File: config.mk
export PLATFORM = sky130hd
export DESIGN_NAME = product_accumulator
export DESIGN_NICKNAME = d
export VERILOG_FILES = /design/src/rtl/mult_pkg.sv /design/src/rtl/product_accumulator_sat_add.sv /design/src/rtl/product_accumulator.sv
export SDC_FILE = /design/constraint.sdc
export NUM_CORES = 1
export LEC_CHECK = 0
export ABC_AREA = 1
export CORE_MARGIN = 1.5
export CORE_UTILIZATION = 35
export CTS_BUF_LIST = sky130_fd_sc_hd__clkbuf_8 sky130_fd_sc_hd__clkbuf_16
export CTS_CLUSTER_DIAMETER = 40
export DETAILED_ROUTE_END_ITERATION = 8
export HOLD_SLACK_MARGIN = 0.05
export PLACE_DENSITY = 0.68
export SYNTH_ARGS = -nofsm -noshare
export SYNTH_HDL_FRONTEND = slang
export SYNTH_HIERARCHICAL = 1
export SYNTH_SLANG_ARGS = --single-unit
File: constraint.sdc
create_clock -name clk -period 1.7 [get_ports clk]
set_input_delay 0.255 -clock clk [delete_from_list [all_inputs] [get_ports clk]]
set_output_delay 0.255 -clock clk [all_outputs]
set_load 0.005 [all_outputs]
File: src/rtl/mult_pkg.sv
// Shared definitions for the product accumulator: product width and FSM state encoding.
package mult_pkg;

    localparam int PROD_W = 9;

    typedef enum logic [1:0] {
        IDLE  = 2'd0,
        ACCUM = 2'd1,
        DONE  = 2'd2
    } accState_t;

endpackage

File: src/rtl/product_accumulator_sat_add.sv
// Signed accumulator adder; saturating with an overflow flag when PRODUCT_ACC_SAT_EN is defined,
// plain modulo-2^ACC_W wrap with ovf_o tied low otherwise.
module sat_add
    import mult_pkg::*;
#(
    parameter int ACC_W = 16
) (
    input  logic [ACC_W-1:0]  a_i,
    input  logic [PROD_W-1:0] b_i,
    output logic [ACC_W-1:0]  sum_o,
    output logic              ovf_o
);

    logic [ACC_W-1:0] bExt;

    assign bExt = {{(ACC_W-PROD_W){b_i[PROD_W-1]}}, b_i};

`ifdef PRODUCT_ACC_SAT_EN
    logic [ACC_W:0] wide;

    // One guard bit: overflow shows up as the top two bits disagreeing.
    always_comb begin
        wide  = {a_i[ACC_W-1], a_i} + {bExt[ACC_W-1], bExt};
        ovf_o = wide[ACC_W] ^ wide[ACC_W-1];
        sum_o = wide[ACC_W-1:0];
        if (ovf_o) begin
            sum_o = wide[ACC_W] ? {1'b1, {(ACC_W-1){1'b0}}}
                                : {1'b0, {(ACC_W-1){1'b1}}};
        end
    end
`else
    always_comb begin
        sum_o = a_i + bExt;
        ovf_o = 1'b0;
    end
`endif

endmodule

File: src/rtl/product_accumulator.sv
// Sums N_TERMS signed 9-bit products into an ACC_W-bit result behind valid/ready handshakes.
// Optional saturation with sticky overflow: define PRODUCT_ACC_SAT_EN.
module product_accumulator
    import mult_pkg::*;
#(
    parameter int N_TERMS = 8,
    parameter int ACC_W   = 16
) (
    input  logic              clk,
    input  logic              rst,
    input  logic              start,
    input  logic              in_valid,
    input  logic [PROD_W-1:0] prod_in,
    output logic              in_ready,
    output logic              out_valid,
    input  logic              out_ready,
    output logic [ACC_W-1:0]  acc_out,
    output logic              busy,
    output logic              overflow
);

    localparam int CNT_W = (N_TERMS > 1) ? $clog2(N_TERMS) : 1;
    localparam logic [CNT_W-1:0] LAST_COUNT = CNT_W'(N_TERMS - 1);

    accState_t        state_q, state_d;
    logic [ACC_W-1:0] acc_q, acc_d;
    logic [CNT_W-1:0] count_q, count_d;
    logic             ovf_q, ovf_d;
    logic [ACC_W-1:0] addSum;
    logic             addOvf;

    sat_add #(.ACC_W(ACC_W)) u_sat_add (
        .a_i   (acc_q),
        .b_i   (prod_in),
        .sum_o (addSum),
        .ovf_o (addOvf)
    );

    always_ff @(posedge clk or posedge rst) begin
        if (rst) begin
            state_q <= IDLE;
            acc_q   <= '0;
            count_q <= '0;
            ovf_q   <= 1'b0;
        end else begin
            state_q <= state_d;
            acc_q   <= acc_d;
            count_q <= count_d;
            ovf_q   <= ovf_d;
        end
    end

    // start only matters in IDLE; ACCUM and DONE never look at it.
    always_comb begin
        state_d = state_q;
        acc_d   = acc_q;
        count_d = count_q;
        ovf_d   = ovf_q;
        case (state_q)
            IDLE: begin
                if (start) begin
                    state_d = ACCUM;
                    acc_d   = '0;
                    count_d = '0;
                    ovf_d   = 1'b0;
                end
            end
            ACCUM: begin
                if (in_valid) begin
                    acc_d   = addSum;
                    ovf_d   = ovf_q | addOvf;
                    count_d = count_q + 1'b1;
                    if (count_q == LAST_COUNT) begin
                        state_d = DONE;
                    end
                end
            end
            DONE: begin
                if (out_ready) begin
                    state_d = IDLE;
                end
            end
            default: state_d = IDLE;
        endcase
    end

    assign in_ready  = (state_q == ACCUM);
    assign out_valid = (state_q == DONE);
    assign busy      = (state_q != IDLE);
    assign acc_out   = acc_q;
    assign overflow  = ovf_q;

endmodule

Yosys cells after proc, flatten, opt, wreduce, memory -nomap -nowiden. Index checks and enable logic that the tools add are counted.

Register bits: 21. Output and inout port bits: 20. Logic and storage cells: 28.

Add/sub/neg operators: 2. Equality and inequality tests: 7. Mux-type cells: 11. Reduce and logical (&&, ||, !) cells: 5.

Operator list (number): $mux 16 (2); $pmux 16 s2 (1); $add 16x16->16 (1); $mux 2 (4); $mux 3 (2); $pmux 2 s3 (1); $pmux 3 s2 (1); $ne 2x1->1 const B (2); $ne 2x2->1 const B (2); $reduce_and 4->1 (1); $reduce_bool 2->1 (2); $add 3x1->3 const B (1); $eq 3x3->1 const B (1); $reduce_and 3->1 (1); $eq 2x1->1 const B (1); $eq 2x2->1 const B (1); $logic_not 2->1 (1).

Longest topological paths before layout. Gate-level depths: netlist of the first run.

Depth after elaboration: 4. Gate-level depth with buffers: 12. Gate-level depth less buffers: 12.

Cells and area by module. The synthesis of the first run kept the hierarchy.

By module, submodules not included: product_accumulator (times used 1, cells an instance 115, area each 1007.2 um^2); sat_add (times used 1, cells an instance 178, area each 942.2 um^2).

Least setup slack after synthesis of the first run. OpenSTA, ideal clock, no wires.

Path kind: register to register. Start point: reg acc_q[0], in the netlist acc_out[0]. End point: reg acc_q[8], in the netlist acc_out[8]. Arrival: 1592 ps. Setup slack: -12 ps. Cell stages (with the launch flop): 11. Clock period less this slack: 1712 ps. Path through: dfrtp_1 > ha_1 > fa_1 > nand2_1 > nand2_1 > and2_4 > nand2_1 > nand2_1 > xor2_1 > nand2_1 > nand2_1.

Word-level cells in the longest chain between the ends: 3.

RTL lines: start: declaration (line product_accumulator.sv:26) `logic [ACC_W-1:0] acc_q, acc_d;`; start signal: assignment (line product_accumulator.sv:42) `acc_q <= '0;`; start signal: assignment (line product_accumulator.sv:47) `acc_q <= acc_d;`; $add 16x16->16 (line product_accumulator_sat_add.sv:33) `sum_o = a_i + bExt;`; named net addSum[8] (line product_accumulator.sv:29) `logic [ACC_W-1:0] addSum;`; $mux 16 (line product_accumulator.sv:69) `if (in_valid) begin`; $pmux 16 s2 (line product_accumulator.sv:59) `case (state_q)`.

The timed path passes the listed nets, and every way through them passes these cells. The select of a mux whose other input is x is not followed. A chain may end at the register's enable or synchronous reset.

Worst setup path in the final report of the first run.
Start point: reg acc_q[0], in the netlist acc_out[0]. End point: reg acc_q[12], in the netlist acc_out[12].

The elaborated chain is that of the path after synthesis.

==> report_table.html, run 1 <==
<table>
<tr><th>Metric</th><th>Value</th></tr>
<tr><th colspan="2">Route</th></tr>
<tr><td>Post-detailed-routing wire length</td><td>4.95 mm</td></tr>
<tr><td>Violation count after the first detailed-routing iteration</td><td>67</td></tr>
<tr><td>Post-route DRC</td><td>0</td></tr>
<tr><td>Drt via density</td><td>about 4.6</td></tr>
<tr><td>Drt first pass iters</td><td>4</td></tr>
<tr><td>Vias after detailed routing</td><td>about 1.9k</td></tr>
<tr><td>Number of nets still failing antenna checks after routing</td><td>0</td></tr>
<tr><td>Average wire length per cell after detail routing</td><td>11.9 um</td></tr>
<tr><th colspan="2">Global route</th></tr>
<tr><td>Number of global-route vias before repair</td><td>1,869</td></tr>
<tr><td>Global-route wire length before repair</td><td>~8.3 mm</td></tr>
<tr><td>All-Layer GR Usage</td><td>17.1%</td></tr>
<tr><td>Antenna violations before repair</td><td>0</td></tr>
<tr><td>Remaining Overflow, GRT</td><td>0</td></tr>
<tr><td>Largest net degree at the start of global routing</td><td>23</td></tr>
<tr><th colspan="2">Critical path</th></tr>
<tr><td>Endpoint class of the critical path</td><td>flip-flop</td></tr>
<tr><td>Source of the worst register-to-register timing path</td><td>acc_out[0]$_DFFE_PP0P_</td></tr>
<tr><td>Critical path launch point type</td><td>flip-flop</td></tr>
<tr><td>Data arrival at the endpoint of the critical path</td><td>1.91 ns</td></tr>
<tr><td>Depth of the most critical reg-to-reg path</td><td>11</td></tr>
<tr><td>Required time worst endpoint</td><td>1.87 ns</td></tr>
<tr><td>Endpoint of the worst-slack reg-to-reg timing path</td><td>acc_out[12]$_DFFE_PP0P_</td></tr>
<tr><td>Reg-to-reg slack, setup</td><td>-0.05 ns</td></tr>
<tr><td>Worst setup path class</td><td>reg -&gt; reg</td></tr>
<tr><td>Worst-path maximum fanout</td><td>3</td></tr>
<tr><th colspan="2">Min path</th></tr>
<tr><td>HP Class</td><td>in -&gt; async</td></tr>
<tr><th colspan="2">Clocking</th></tr>
<tr><td>Inserted Clock Buffers</td><td>3</td></tr>
<tr><td>Clock latency on the worst-skew pair</td><td>0.27 ns</td></tr>
<tr><td>Clock root buffer</td><td>clkbuf_8</td></tr>
<tr><td>Bufs on Longest Clock Path</td><td>2</td></tr>
<tr><td>Clock Sink Count</td><td>22</td></tr>
<tr><td>Clock tree from TritonCTS</td><td>done</td></tr>
<tr><td>Total number of H-tree levels</td><td>1</td></tr>
<tr><td>Clock slew seen by the registers of the worst setup and hold paths</td><td>0.08 ns</td></tr>
<tr><th colspan="2">Final layout</th></tr>
<tr><td>Post-layout utilization of the core</td><td>52.4%</td></tr>
<tr><td>Design area</td><td>2750 um^2</td></tr>
<tr><td>Number of nets in the layout</td><td>378</td></tr>
<tr><td># fillers</td><td>521</td></tr>
<tr><td>Number of inserted diodes</td><td>0</td></tr>
<tr><td>Layout Area Growth over Synthesis</td><td>40.8%</td></tr>
<tr><td>Most frequent standard cell in the layout excluding fill and tap cells</td><td>nand2_1</td></tr>
<tr><td>Most frequent cells in the layout</td><td>nand2_1, inv_1, clkdlybuf4s50_1</td></tr>
<tr><td>Layout cell share with drive strength beyond 1</td><td>between 20% and 30%</td></tr>
<tr><th colspan="2">Power and ir drop</th></tr>
<tr><td>Worst IR Drop VDD</td><td>0.809 mV</td></tr>
<tr><td>Leakage</td><td>between 1 and 1.5 nW</td></tr>
<tr><td>Power per cell area</td><td>1590 nW/um^2</td></tr>
<tr><th colspan="2">Timing</th></tr>
<tr><td>Clock tree skew after final layout</td><td>0.00201 ns</td></tr>
<tr><td>Pins Over Slew Limit</td><td>0</td></tr>
<tr><td>Final period utilization</td><td>103%</td></tr>
<tr><td>Final setup vio count</td><td>4</td></tr>
<tr><td>Final critical-path required period</td><td>1.75 ns</td></tr>
<tr><td>Final setup slack of the worst path</td><td>-0.0476 ns</td></tr>
<tr><td>Maximum frequency from static timing analysis</td><td>~570 MHz</td></tr>
<tr><td>RSZ-0062 raised after global routing</td><td>true</td></tr>
<tr><td>Setup tns final</td><td>-0.0974 ns</td></tr>
<tr><td>Final number of hold-violating endpoints</td><td>0</td></tr>
<tr><th colspan="2">Die</th></tr>
<tr><td>Die extent in y</td><td>77.6 um</td></tr>
<tr><td>Number of top-level pins</td><td>34</td></tr>
<tr><td>Width of the die</td><td>77.6 um</td></tr>
<tr><td>Std cell rows</td><td>26</td></tr>
<tr><td>Area of the die</td><td>6030 um^2</td></tr>
<tr><td>Core Area</td><td>approximately 5200 um^2</td></tr>
<tr><td>Starting density of the core</td><td>between 30% and 40%</td></tr>
<tr><th colspan="2">Status</th></tr>
<tr><td>Outcome</td><td>finished with violations</td></tr>
<tr><td>Violations in the final reports</td><td>setup timing</td></tr>
<tr><th colspan="2">Yosys</th></tr>
<tr><td>Synth Area per Inst</td><td>6.65 um^2</td></tr>
<tr><td>Dominant cells by area after synthesis</td><td>dfrtp_1, nand2_1, ha_1, inv_1, o21ai_1</td></tr>
<tr><td>Total number of yosys warnings</td><td>6</td></tr>
<tr><td>Cells after Synth</td><td>slightly below 300</td></tr>
<tr><td>Post-Syn Nets</td><td>325</td></tr>
<tr><td>Portion of synthesized cell area occupied by the leading cell type</td><td>~28%</td></tr>
<tr><td>Number of unique standard cell types used by synthesis</td><td>26</td></tr>
<tr><td>Register bit total from synthesis</td><td>22</td></tr>
<tr><td>Largest area contributor in the synthesized netlist</td><td>dfrtp_1</td></tr>
<tr><td>Sequential area share after synthesis</td><td>28.2%</td></tr>
<tr><td>Post-synth design cell area</td><td>1950 um^2</td></tr>
<tr><th colspan="2">Placed design</th></tr>
<tr><td>Final estimated routing congestion in global placement</td><td>0.908</td></tr>
<tr><td>Detail Placement HPWL</td><td>3.46 mm</td></tr>
<tr><td>Count of buffers from port buffering</td><td>33</td></tr>
<tr><td>Total cell area at the placement stage</td><td>2430 um^2</td></tr>
<tr><th colspan="2">Job</th></tr>
<tr><td>Number of max-cap violations</td><td>0</td></tr>
</table>
[final cells by class]
class	instances	area, um^2	share of cell area [%]
inverter	46	175	6.38
tap	70	87.6	3.19
timing repair buffer	55	503	18.3
clock buffer	4	55.1	2.01
multi-input combinational	218	1370	50.0
sequential	22	551	20.1
[Yosys cell counts (all sizes together)]
| cell type | n |
|---|---|
| a21oi | 8 |
| and2 | 1 |
| buf | 7 |
| conb | 1 |
| dfrtp | 22 |
| fa | 1 |
| ha | 17 |
| inv | 46 |
| nand2 | 128 |
| nand3 | 10 |
| nand3b | 3 |
| nand4 | 1 |
| nor2 | 15 |
| nor3 | 3 |
| o21ai | 20 |
| or2 | 2 |
| xnor2 | 2 |
| xor2 | 6 |
[worst max-delay path, cell delays in order, from the launching register on]
cell and delay (ns):
dfrtp_1 0.39, ha_2 0.20, fa_2 0.36, nand2_1 0.08
nand2_1 0.07, and2_4 0.16, nand3_4 0.06, nand3_2 0.06
nand2_1 0.06, nand2_1 0.05, nand2_1 0.10, nand2_1 0.06
[power breakdown]
| group | switching, mW | internal, mW | total [mW] |
|---|---|---|---|
| registers | 0.242 | 0.740 | 0.982 |
| clock network | 0.187 | 0.207 | 0.394 |
| logic | 1.55 | 1.44 | 2.99 |
| total | 1.98 | 2.38 | 4.37 |
[repair_timing]
action                     CTS  global route
setup endpoints to repair    7            12
buffers inserted             2             3
hold buffers                 0             0
resized for setup           19            25
pin swaps                    1            13
[registers in the layout (all words and copies together), names as in the netlist]
name and cells:
acc_out 16, overflow 1, state_q 2, count_q 3
[how the worst max path moves through the flow]
stage,start,end,slack (ns),cells past startpoint
after floorplan,acc_out[0]$_DFFE_PP0P_,acc_out[8]$_DFFE_PP0P_,0.04,10
after global placement,prod_in[8],acc_out[13]$_DFFE_PP0P_,-0.35,13
after detailed placement,prod_in[8],acc_out[13]$_DFFE_PP0P_,-0.38,13
after CTS,prod_in[8],acc_out[13]$_DFFE_PP0P_,-0.008,13
after global routing,acc_out[0]$_DFFE_PP0P_,acc_out[12]$_DFFE_PP0P_,-0.13,11
final,acc_out[0]$_DFFE_PP0P_,acc_out[12]$_DFFE_PP0P_,-0.05,11
[layer usage]
metal	part of all wire, %	vias to the layer above	GRT usage (%)	routed length [um]
li1	-	995	-	-
met1	45	880	22.2	2250
met2	50	36	29.7	2490
met3	3.0	5	1.76	151
met4	1.2	0	4.91	61
met5	0	-	0	0
[stage by stage]
stage / cells / worst slack (ns) / hold slack, ns / power [mW]
floorplan: 293 / 0.0373 / 0.244 / 2.62
global placement: 406 / -0.347 / 0.470 / 3.53
detailed placement: 406 / -0.376 / 0.485 / 3.56
CTS: 412 / -0.00813 / 0.353 / 4.13
global route: 415 / -0.135 / 0.384 / 4.82
finish: 415 / -0.0476 / 0.344 / 4.37
[cells by family (layout without fill, tap and decap cells)]
logic type / after synthesis / count (layout) / synth area share [%]
flops: 22 / 22 / 28.2
compound gates: 28 / 28 / 7.57
xor+xnor: 8 / 8 / 3.59
buf+inv: 53 / 105 / 12.3
other cells: 1 / 1 / 0.192
fa+ha+maj: 18 / 18 / 11.9
simple gates: 163 / 163 / 36.1
No activity file was read; power rests on OpenSTA's default activity.
==> run 2: changes to the inputs <==
CORE_ASPECT_RATIO = 1.5   (was default)
==> report_table.html, run 2 (synthesized netlist as in run 1, its figures left out) <==
<table>
<tr><th>Metric</th><th>Value</th></tr>
<tr><th colspan="2">Job</th></tr>
<tr><td>Number of max-cap violations</td><td>0</td></tr>
<tr><th colspan="2">Final layout</th></tr>
<tr><td>Number of nets in the layout</td><td>384</td></tr>
<tr><td>Layout Area Growth over Synthesis</td><td>45.8%</td></tr>
<tr><td>Design area</td><td>2840 um^2</td></tr>
<tr><td>Largest register FFs</td><td>16</td></tr>
<tr><td>Post-layout utilization of the core</td><td>a little over half</td></tr>
<tr><td>Most frequent standard cell in the layout excluding fill and tap cells</td><td>nand2_1</td></tr>
<tr><td>Layout cell share with drive strength beyond 1</td><td>26.5%</td></tr>
<tr><td>Number of inserted diodes</td><td>0</td></tr>
<tr><td>Post-route non-filler standard cell count</td><td>421</td></tr>
<tr><td>Most frequent cells in the layout</td><td>nand2_1, inv_1, clkdlybuf4s50_1</td></tr>
<tr><th colspan="2">Critical path</th></tr>
<tr><td>Critical path's most frequent cell</td><td>nand2_2</td></tr>
<tr><td>Worst-path maximum fanout</td><td>3</td></tr>
<tr><td>Delay contributed by the slowest stage of the critical path</td><td>0.39 ns</td></tr>
<tr><td>Endpoint class of the critical path</td><td>flip-flop</td></tr>
<tr><td>Critical path launch point type</td><td>flip-flop</td></tr>
<tr><td>Depth of the most critical reg-to-reg path</td><td>12</td></tr>
<tr><td>Worst setup path class</td><td>reg -&gt; reg</td></tr>
<tr><td>Endpoint of the worst-slack reg-to-reg timing path</td><td>acc_out[14]$_DFFE_PP0P_</td></tr>
<tr><td>Required time worst endpoint</td><td>1.86 ns</td></tr>
<tr><td>Data arrival at the endpoint of the critical path</td><td>~1.9 ns</td></tr>
<tr><td>Slowest library cell on the worst path</td><td>dfrtp_1</td></tr>
<tr><td>Source of the worst register-to-register timing path</td><td>acc_out[0]$_DFFE_PP0P_</td></tr>
<tr><td>Reg-to-reg slack, setup</td><td>-0.06 ns</td></tr>
<tr><td>Critical path cell sequence</td><td>ha_2, fa_2, nand2_2, nand2_2, nand3b_1, nand2_2, nand2_2, nand2_2, nand2_1, nand2_1, nand2_1, nand2_1</td></tr>
<tr><th colspan="2">Timing</th></tr>
<tr><td>Final period utilization</td><td>104%</td></tr>
<tr><td>Final number of hold-violating endpoints</td><td>0</td></tr>
<tr><td>RSZ-0062 raised after global routing</td><td>true</td></tr>
<tr><td>Maximum frequency from static timing analysis</td><td>567 MHz</td></tr>
<tr><td>Final setup vio count</td><td>5</td></tr>
<tr><td>Setup tns final</td><td>-0.214 ns</td></tr>
<tr><td>Final critical-path required period</td><td>1.76 ns</td></tr>
<tr><td>Pins Over Slew Limit</td><td>0</td></tr>
<tr><td>Final hold slack</td><td>0.330 ns</td></tr>
<tr><td>Clock tree skew after final layout</td><td>0.00228 ns</td></tr>
<tr><td>Final setup slack of the worst path</td><td>-0.0630 ns</td></tr>
<tr><th colspan="2">Placed design</th></tr>
<tr><td>Detail Placement HPWL</td><td>3.62 mm</td></tr>
<tr><td>Final estimated routing congestion in global placement</td><td>roughly 0.9</td></tr>
<tr><td>Post-Place Setup Slack</td><td>-0.351 ns</td></tr>
<tr><td>Count of buffers from port buffering</td><td>33</td></tr>
<tr><td>Post-Place Cells</td><td>410</td></tr>
<tr><td>Total cell area at the placement stage</td><td>2460 um^2</td></tr>
<tr><th colspan="2">Die</th></tr>
<tr><td>Area of the die</td><td>6040 um^2</td></tr>
<tr><td>Starting density of the core</td><td>36.0%</td></tr>
<tr><td>Die extent in y</td><td>94.4 um</td></tr>
<tr><td>Number of top-level pins</td><td>34</td></tr>
<tr><td>Core Area</td><td>5410 um^2</td></tr>
<tr><td>Std cell rows</td><td>33</td></tr>
<tr><td>Width of the die</td><td>roughly 64 um</td></tr>
<tr><th colspan="2">Clocking</th></tr>
<tr><td>Clock latency on the worst-skew pair</td><td>0.27 ns</td></tr>
<tr><td>Bufs on Longest Clock Path</td><td>2</td></tr>
<tr><td>Clock root buffer</td><td>clkbuf_8</td></tr>
<tr><td>Clock slew seen by the registers of the worst setup and hold paths</td><td>0.09 ns</td></tr>
<tr><td>Count of hold-fix buffers inserted at cts</td><td>0</td></tr>
<tr><td>Inserted Clock Buffers</td><td>3</td></tr>
<tr><td>Total number of H-tree levels</td><td>1</td></tr>
<tr><td>Clock tree from TritonCTS</td><td>done</td></tr>
<tr><td>Clock Sink Count</td><td>22</td></tr>
<tr><th colspan="2">Power and ir drop</th></tr>
<tr><td>Sequential group share of total power</td><td>between 20% and 30%</td></tr>
<tr><td>Leakage</td><td>1.55 nW</td></tr>
<tr><td>Combinational fraction of design power</td><td>67.7%</td></tr>
<tr><td>Clock share of power</td><td>10.8%</td></tr>
<tr><td>Cell internal power dissipation</td><td>2.63 mW</td></tr>
<tr><td>Switch share</td><td>44.1%</td></tr>
<tr><td>Final Power</td><td>4.70 mW</td></tr>
<tr><td>Switching power summed over all nets</td><td>slightly above 2 mW</td></tr>
<tr><td>Worst IR Drop VDD</td><td>0.711 mV</td></tr>
<tr><td>Power per cell area</td><td>1650 nW/um^2</td></tr>
<tr><th colspan="2">Global route</th></tr>
<tr><td>All-Layer GR Usage</td><td>18.5%</td></tr>
<tr><td>Number of global-route vias before repair</td><td>~2.0k</td></tr>
<tr><td>Remaining Overflow, GRT</td><td>0</td></tr>
<tr><td>Largest net degree at the start of global routing</td><td>23</td></tr>
<tr><td>Global-route wire length before repair</td><td>8.78 mm</td></tr>
<tr><td>Antenna violations before repair</td><td>0</td></tr>
<tr><th colspan="2">Status</th></tr>
<tr><td>Outcome</td><td>finished with violations</td></tr>
<tr><td>Violations in the final reports</td><td>setup timing</td></tr>
<tr><th colspan="2">Route</th></tr>
<tr><td>Post-route DRC</td><td>0</td></tr>
<tr><td>Vias after detailed routing</td><td>2,024</td></tr>
<tr><td>Drt first pass iters</td><td>4</td></tr>
<tr><td>Average wire length per cell after detail routing</td><td>12.8 um</td></tr>
<tr><td>Number of nets still failing antenna checks after routing</td><td>0</td></tr>
<tr><td>Drt via density</td><td>4.81</td></tr>
<tr><td>Violation count after the first detailed-routing iteration</td><td>between 80 and 90</td></tr>
<tr><td>Post-detailed-routing wire length</td><td>5.40 mm</td></tr>
<tr><th colspan="2">Min path</th></tr>
<tr><td>HP Class</td><td>in -&gt; async</td></tr>
</table>
==> run 2: changes by cell type in the layout (fill, tap and decap cells not counted), moves of 2 or more <==
| cell | delta |
|---|---|
| buf_4 | +5 |
| dfrtp_1 | -2 |
| clkdlybuf4s50_1 | -3 |
| ha_1 | -3 |
| ha_4 | +3 |
| dfrtp_2 | +2 |
| dlymetal6s2s_1 | +2 |
==> run 2: power by group through the flow <==
stage	sequential (mW)	clock [mW]	combinational, mW
5_1_grt	1.04	0.550	3.55
2_1_floorplan	0.924	0	1.70
3_5_place_dp	0.956	0	2.69
6_report	1.01	0.507	3.18
4_1_cts	0.962	0.527	2.86
3_3_place_gp	0.951	0	2.66
==> run 2: cell type report <==
class                      instances  area, um^2
multi-input combinational        218        1400
sequential                        22         553
tap                               70        87.6
clock buffer                       3        41.3
timing repair buffer              61         556
clock inverter                     1        30.0
inverter                          46         175
fill                             489        2570
==> run 2: how the worst max path moves through the flow <==
stage,start,endpoint,slack [ns],cells after the start
floorplan,acc_out[0]$_DFFE_PP0P_,acc_out[8]$_DFFE_PP0P_,0.04,10
global placement,prod_in[8],acc_out[15]$_DFFE_PP0P_,-0.37,13
detailed placement,prod_in[8],acc_out[15]$_DFFE_PP0P_,-0.35,13
CTS,acc_out[0]$_DFFE_PP0P_,acc_out[14]$_DFFE_PP0P_,-0.02,12
global route,acc_out[0]$_DFFE_PP0P_,acc_out[10]$_DFFE_PP0P_,-0.21,12
finish,acc_out[0]$_DFFE_PP0P_,acc_out[14]$_DFFE_PP0P_,-0.06,12
==> run 2: per-layer routing <==
layer | vias to the layer above | track usage, % | routed length, um
met3 | 16 | 2.15 | 176
met5 | - | 0 | 0
met4 | 0 | 12.1 | 180
met1 | 936 | 20.9 | 2210
li1 | 1020 | - | -
met2 | 52 | 32.5 | 2830
==> run 2: worst max-delay path: cells and delay by family, from the launching register on <==
family                   cells  cell delay, ns
adder cells (fa/ha/maj)      2            0.57
AND/OR/NAND/NOR             10            0.67
flip-flops                   1            0.39
==> run 2: timing repair <==
item	in CTS	in global routing
gates resized for setup	19	29
setup endpoints to repair	9	12
hold endpoints to repair	0	0
setup buffers	2	5
pin swaps	3	15
